$ cat src/rtl/mem_arbiter.sv
// rtl/mem_arbiter.sv - two-port round-robin arbiter in front of a single-port RAM
// Optional feature macro: MEM_ARBITER_RR_EN (round-robin tie-break; fixed port-0 priority when undefined)
module mem_arbiter (
  input  logic        clk,
  input  logic        reset,
  input  logic [1:0]  m0_cmd,
  input  logic [1:0]  m1_cmd,
  input  logic [8:0]  m0_addr,
  input  logic [8:0]  m1_addr,
  input  logic [15:0] m0_wdata,
  input  logic [15:0] m1_wdata,
  output logic        m0_ack,
  output logic        m1_ack,
  output logic [15:0] m0_rdata,
  output logic [15:0] m1_rdata,
  output logic        m_err,
  output logic [7:0]  ram_addr,
  output logic        ram_we,
  output logic        ram_re,
  output logic [15:0] ram_wdata,
  input  logic [15:0] ram_rdata,
  output logic        busy
);

  typedef enum logic [1:0] {IDLE, ACCESS, WAIT, DONE} state_t;

  localparam logic [1:0] CMD_READ  = 2'b01;
  localparam logic [1:0] CMD_WRITE = 2'b10;

  state_t      state_q, state_d;
  logic        req0, req1, any_req, win;
  logic        lat_id;
  logic [1:0]  lat_cmd;
  logic [8:0]  lat_addr;
  logic [15:0] lat_wdata;
  logic [15:0] cap_data;
  logic        in_range, access, done;

  // Reserved (11) and idle (00) commands never count as requests.
  assign req0    = (m0_cmd == CMD_READ) || (m0_cmd == CMD_WRITE);
  assign req1    = (m1_cmd == CMD_READ) || (m1_cmd == CMD_WRITE);
  assign any_req = req0 || req1;

`ifdef MEM_ARBITER_RR_EN
  logic last_grant;

  assign win = (req0 && req1) ? ~last_grant : req1;

  // Remember who was served last so a tie goes to the other port; port 1 after reset.
  always_ff @(posedge clk or negedge reset) begin
    if (!reset) begin
      last_grant <= 1'b1;
    end else if (state_q == IDLE && any_req) begin
      last_grant <= win;
    end
  end
`else
  assign win = req1 && !req0;
`endif

  // State register; reset abandons any transaction in flight.
  always_ff @(posedge clk or negedge reset) begin
    if (!reset) begin
      state_q <= IDLE;
    end else begin
      state_q <= state_d;
    end
  end

  // Fixed four-state walk: every transaction takes the same number of cycles.
  always_comb begin
    state_d = state_q;
    case (state_q)
      IDLE:    if (any_req) state_d = ACCESS;
      ACCESS:  state_d = WAIT;
      WAIT:    state_d = DONE;
      DONE:    state_d = IDLE;
      default: state_d = IDLE;
    endcase
  end

  // Latch the winning request in IDLE and capture RAM read data on leaving WAIT.
  always_ff @(posedge clk or negedge reset) begin
    if (!reset) begin
      lat_id    <= 1'b0;
      lat_cmd   <= 2'b00;
      lat_addr  <= 9'h000;
      lat_wdata <= 16'h0000;
      cap_data  <= 16'h0000;
    end else begin
      if (state_q == IDLE && any_req) begin
        lat_id    <= win;
        lat_cmd   <= win ? m1_cmd   : m0_cmd;
        lat_addr  <= win ? m1_addr  : m0_addr;
        lat_wdata <= win ? m1_wdata : m0_wdata;
      end
      if (state_q == WAIT) begin
        cap_data <= (lat_cmd == CMD_READ && !lat_addr[8]) ? ram_rdata : 16'h0000;
      end
    end
  end

  assign in_range  = !lat_addr[8];
  assign access    = (state_q == ACCESS) && in_range;
  assign done      = (state_q == DONE);

  assign ram_addr  = access ? lat_addr[7:0] : 8'h00;
  assign ram_wdata = access ? lat_wdata : 16'h0000;
  assign ram_we    = access && (lat_cmd == CMD_WRITE);
  assign ram_re    = access && (lat_cmd == CMD_READ);

  assign m0_ack    = done && !lat_id;
  assign m1_ack    = done && lat_id;
  assign m0_rdata  = m0_ack ? cap_data : 16'h0000;
  assign m1_rdata  = m1_ack ? cap_data : 16'h0000;
  assign m_err     = done && lat_addr[8];
  assign busy      = (state_q != IDLE);

endmodule

$ cat config.mk
export PLATFORM = sky130hd
export DESIGN_NAME = mem_arbiter
export DESIGN_NICKNAME = d
export VERILOG_FILES = /design/src/rtl/mem_arbiter.sv
export SDC_FILE = /design/constraint.sdc
export NUM_CORES = 1
export LEC_CHECK = 0
export CELL_PAD_IN_SITES_DETAIL_PLACEMENT = 0
export CELL_PAD_IN_SITES_GLOBAL_PLACEMENT = 1
export CORE_ASPECT_RATIO = 0.5
export CORE_MARGIN = 4
export CORE_UTILIZATION = 28
export DETAILED_ROUTE_END_ITERATION = 8
export GPL_TIMING_DRIVEN = 0
export PLACE_DENSITY = 0.84
export SYNTH_ARGS = -nofsm -noshare
export SYNTH_HDL_FRONTEND = slang
export SYNTH_SLANG_ARGS = --single-unit
$ cat constraint.sdc
create_clock -name clk -period 2.5 [get_ports clk]
set_input_delay 0.375 -clock clk [delete_from_list [all_inputs] [get_ports clk]]
set_output_delay 0.375 -clock clk [all_outputs]
set_load 0.01 [all_outputs]
Word-level counts from Yosys, hierarchy flattened
Index checks and enable logic that the tools add are counted.
Operators by class
  equal/unequal tests: 10
  multiplexer cells: 10
  reduce and logical (&&, ||, !) cells: 17
Operator list (number)
  16-bit 2-to-1 mux: 5
  2-bit == test (second input constant): 5
  1-bit logical AND: 9
  9-bit 2-to-1 mux: 1
  2-bit by 1-bit == test with 1-bit output (second input constant): 4
  8-bit 2-to-1 mux: 1
  2-bit one-hot mux with 4 select lines: 1
  2-bit 2-to-1 mux: 2
  1-bit zero test: 3
  1-bit logical OR: 3
  2-bit zero test: 1
  2-bit inequality test (second input constant): 1
  2-bit nonzero test: 1
Storage, ports and cells
  flip-flop bits (word level): 46
  logic and storage cells: 43

Logic depth before layout (Yosys ltp)
  depth in word-level cells: 5
  depth in mapped cells: 8

Worst setup path before layout
Ideal clock, no wire load.
  path kind: register to register
  start: register state_q[0]
  end: register lat_addr[0]
  data arrival time: 1.688 ns
  required time: 2.377 ns
  setup slack: 0.689 ns
  stages on the path, launching flop included: 9
  clock period less this slack: 1.811 ns
  path through: dfrtp_1 -> inv_1 -> ha_1 -> buf_4 -> inv_2 -> or3_1 -> buf_6 -> buf_6 -> o221a_2
Between the ends
  longest elaborated chain between the ends: 2
Ends and longest elaborated chain
  start, declared: line 30  | state_t state_q, state_d;
  start signal, assigned: line 66  | state_q <= state_d;
  2-bit zero test: line 91  | if (state_q == IDLE && any_req) begin
  1-bit logical AND: line 91
  end signal, assigned: line 94  | lat_addr <= win ? m1_addr : m0_addr;
  end, declared: line 34  | logic [8:0] lat_addr;
No other way between the ends.
A chain may end at the register's enable or synchronous reset.

Worst setup path in the final report
  start: register state_q[1]
  end: output ram_wdata[12]
Between the ends
  longest elaborated chain between the ends: 3
Ends and longest elaborated chain
  2-bit by 1-bit == test with 1-bit output: line 104  | assign access = (state_q == ACCESS) && in_range;
  1-bit logical AND: line 104
  16-bit 2-to-1 mux: line 108  | assign ram_wdata = access ? lat_wdata : 16'h0000;
  end, declared: line 20  | output logic [15:0] ram_wdata,
No other way between the ends.

==> results.ini <==
[run_status]
outcome=finished clean

[yosys]
synth_fp_nets=329
ys_top_cells_by_count=46 x dfrtp_1, 42 x and2_1, 26 x or3_1, 19 x inv_1, 19 x o21ai_0
synth-seq-area-share_pct=45.98
syn_inst=253
synth_top_flop_cell=dfrtp_1
netlist.top_cell.by_area=dfrtp_1
synth_edf_count=0
muxShareOfSynthArea_pct=0.4498
ys_types=33
netlist_area_mm2=0.002504
ys_ff_latch=46
synth_adder_area_share_pct=1.999
synth_top_area_share_pct=45.98
async_flop_share_pct=100.0
synth_xor_area_share_pct=1.349
synth-compound-area-share_pct=16.79
avgSynthCellArea_um2=9.896
synth_most_common_cell=dfrtp_1
ys_warn_count=0
synthTopCellsByArea=dfrtp_1 46%, and2_1 10%, or3_1 6.5%
synth_top_family_by_area=simple AND/OR/NAND/NOR gates
synth-simple-area-share_pct=26.34

[routing]
vias_per_cell=4.553
wirelength_mm=7.837
drtPass1Iterations=4
wl_per_cell_um=15.25
drt_iter0_markers=65
ant_nets=0
drcViolationCount=0
vias=2340

[pwr]
p_per_area_mw_per_mm2=794.0
peakVddDrop_uv=403.5
total_leakage_power_nw=1.866

[clock_network]
path_clk_slew_ns=0.06
ctsHoldBuffers=0
clock-sinks=46
cts_tree=built
cts_max_path_buffers=2
clockRootBuffer=clkbuf_16
cts_max_level=2
insertion_delay_ns=0.29
cts_made_buffers=5

[placed_design]
portBuffers=133
gp_congestion=0.6981
hpwl_mm=5.869
dp_slack_ns=-0.1508

[grt]
grt_pass1_vias=2351
top_usage_layer=met2
grt_pass1_wl_mm=12.05
grt-ovfl-total=0
gr-usage-met1_pct=17.34
grt_max_degree=30
met3_usage_pct=3.426
grt_usage_pct=14.31
gr-usage-met2_pct=26.60
antenna_found_initial=0

[sta]
maxSlewHeadroom_pct=67.38
hold_violations=0
finalSetupViolCount=0
worst_slew_pin_slew_ns=0.4858
final.min_clock_period_ns=2.415
slew_violations=0
skew_ns=0.007207
max_freq_mhz=414.1
setup_tns_ns=0
finalHoldWorstSlack_ns=0.03458
finalCritPeriodShare_pct=96.60
worst_slack_ns=0.08505

[final_layout]
nNetsFinal=472
drive_above_1_share_pct=11.59
syn_to_final_growth_pct=69.37
fin_util_pct=48.69
num_antenna_cells=0

[floorplan]
die_y_um=74.87
ios=134
fp-row-count=24
initial_core_util_pct=28.75
die_w_um=141.7
die-area_mm2=0.01061
coreArea_mm2=0.008708

[critical_path]
arrival_ns=2.04
crit_type=reg -> out
worstSetupStartpointType=flop
path_max_fanout=10
endpoint_kind=output port
crit_required_ns=2.12

[run]
cap_violations=0

[min_path]
hp-class=in -> async

==> routing by layer <==
| layer | vias to the layer above | part of all wire (%) |
|---|---|---|
| met2 | 57 | 52 |
| met4 | 0 | 0.65 |
| met1 | 1108 | 42 |
| met3 | 5 | 5.3 |
| met5 | - | 0 |
| li1 | 1170 | - |
==> cells in the final DEF, fill, tap and decap left out, types with 2 or more instances in the layout <==
master           instances
clkdlybuf4s50_1        122
dfrtp_1                 45
and2_1                  42
or3_1                   26
inv_1                   19
o21ai_0                 19
and3_1                  17
nand2_1                 16
o221a_2                 13
o221a_1                 12
dlymetal6s2s_1          10
buf_4                    7
clkbuf_1                 6
buf_6                    5
clkbuf_16                5
ha_1                     3
nor2b_4                  2
buf_2                    2
nand3b_1                 2
==> power by group <==
group / total [mW] / switching (mW) / internal (mW)
registers: 1.19 / 0.178 / 1.01
clock network: 0.663 / 0.292 / 0.371
logic: 1.52 / 0.687 / 0.831
total: 3.37 / 1.16 / 2.21
==> per-stage QoR <==
step | instances | cell area (µm²) | total power, mW
finish | 514 | 4240 | 3.367
CTS | 511 | 4169 | 3.376
global placement | 503 | 3981 | 2.635
detailed placement | 504 | 3996 | 2.659
global route | 514 | 4240 | 3.614
floorplan | 253 | 2504 | 1.992
==> worst max-delay path: stages, from the launching register on <==
cell and delay (ns):
dfrtp_2 0.44, inv_1 0.09, ha_1 0.15, nor2b_4 0.24
buf_6 0.17, and2_1 0.13, clkdlybuf4s50_1 0.53
==> path summary, 6_finish.rpt <==
kind	from	to	slack [ns]	depth (start not counted)
worst max register to register	state_q[0]$_DFFE_PN0P_	lat_addr[6]$_DFFE_PN0P_	0.39	8
worst min-delay path	reset	lat_wdata[0]$_DFFE_PN0P_	0.03	1
worst max-delay path	state_q[1]$_DFFE_PN0P_	ram_wdata[12]	0.09	6
max in group asynchronous	reset	state_q[1]$_DFFE_PN0P_	1.94	2
min in group clk	cap_data[15]$_DFFE_PN0N_	cap_data[15]$_DFFE_PN0N_	0.52	2
worst min register to register	cap_data[15]$_DFFE_PN0N_	cap_data[15]$_DFFE_PN0N_	0.52	2
==> sequential cells by signal, indices dropped and copies added (netlist names) <==
register	count
lat_id	1
cap_data	16
lat_cmd	2
lat_wdata	16
lat_addr	9
state_q	2
==> what timing repair did <==
| action | 4_1_cts | 5_1_grt |
|---|---|---|
| gates resized for setup | 12 | 18 |
| endpoints found under the hold margin | 0 | 0 |
| setup endpoints to repair | 53 | 31 |
| setup buffers | 0 | 3 |
==> final cells by class <==
class                           instances  area, µm²
Fill cell                             831       4468
Timing Repair Buffer                  137       1394
Multi-Input combinational cell        169       1207
Sequential cell                        46       1152
Tap cell                              117      146.4
Clock buffer                            5      125.1
Buffer                                 17      118.9
Inverter                               20      75.07
Clock inverter                          3      21.27
==> cell families (layout without fill, tap and decap cells) <==
family | count (synthesis) | after routing
buffers and inverters | 38 | 182
AND/OR/NAND/NOR | 111 | 111
multiplexers | 1 | 1
AO/OA/AOI/OAI | 50 | 50
flip-flops | 46 | 46
XOR/XNOR | 3 | 3
adder cells (fa/ha/maj) | 4 | 4
Note: power is estimated with default switching activity, not from simulation.
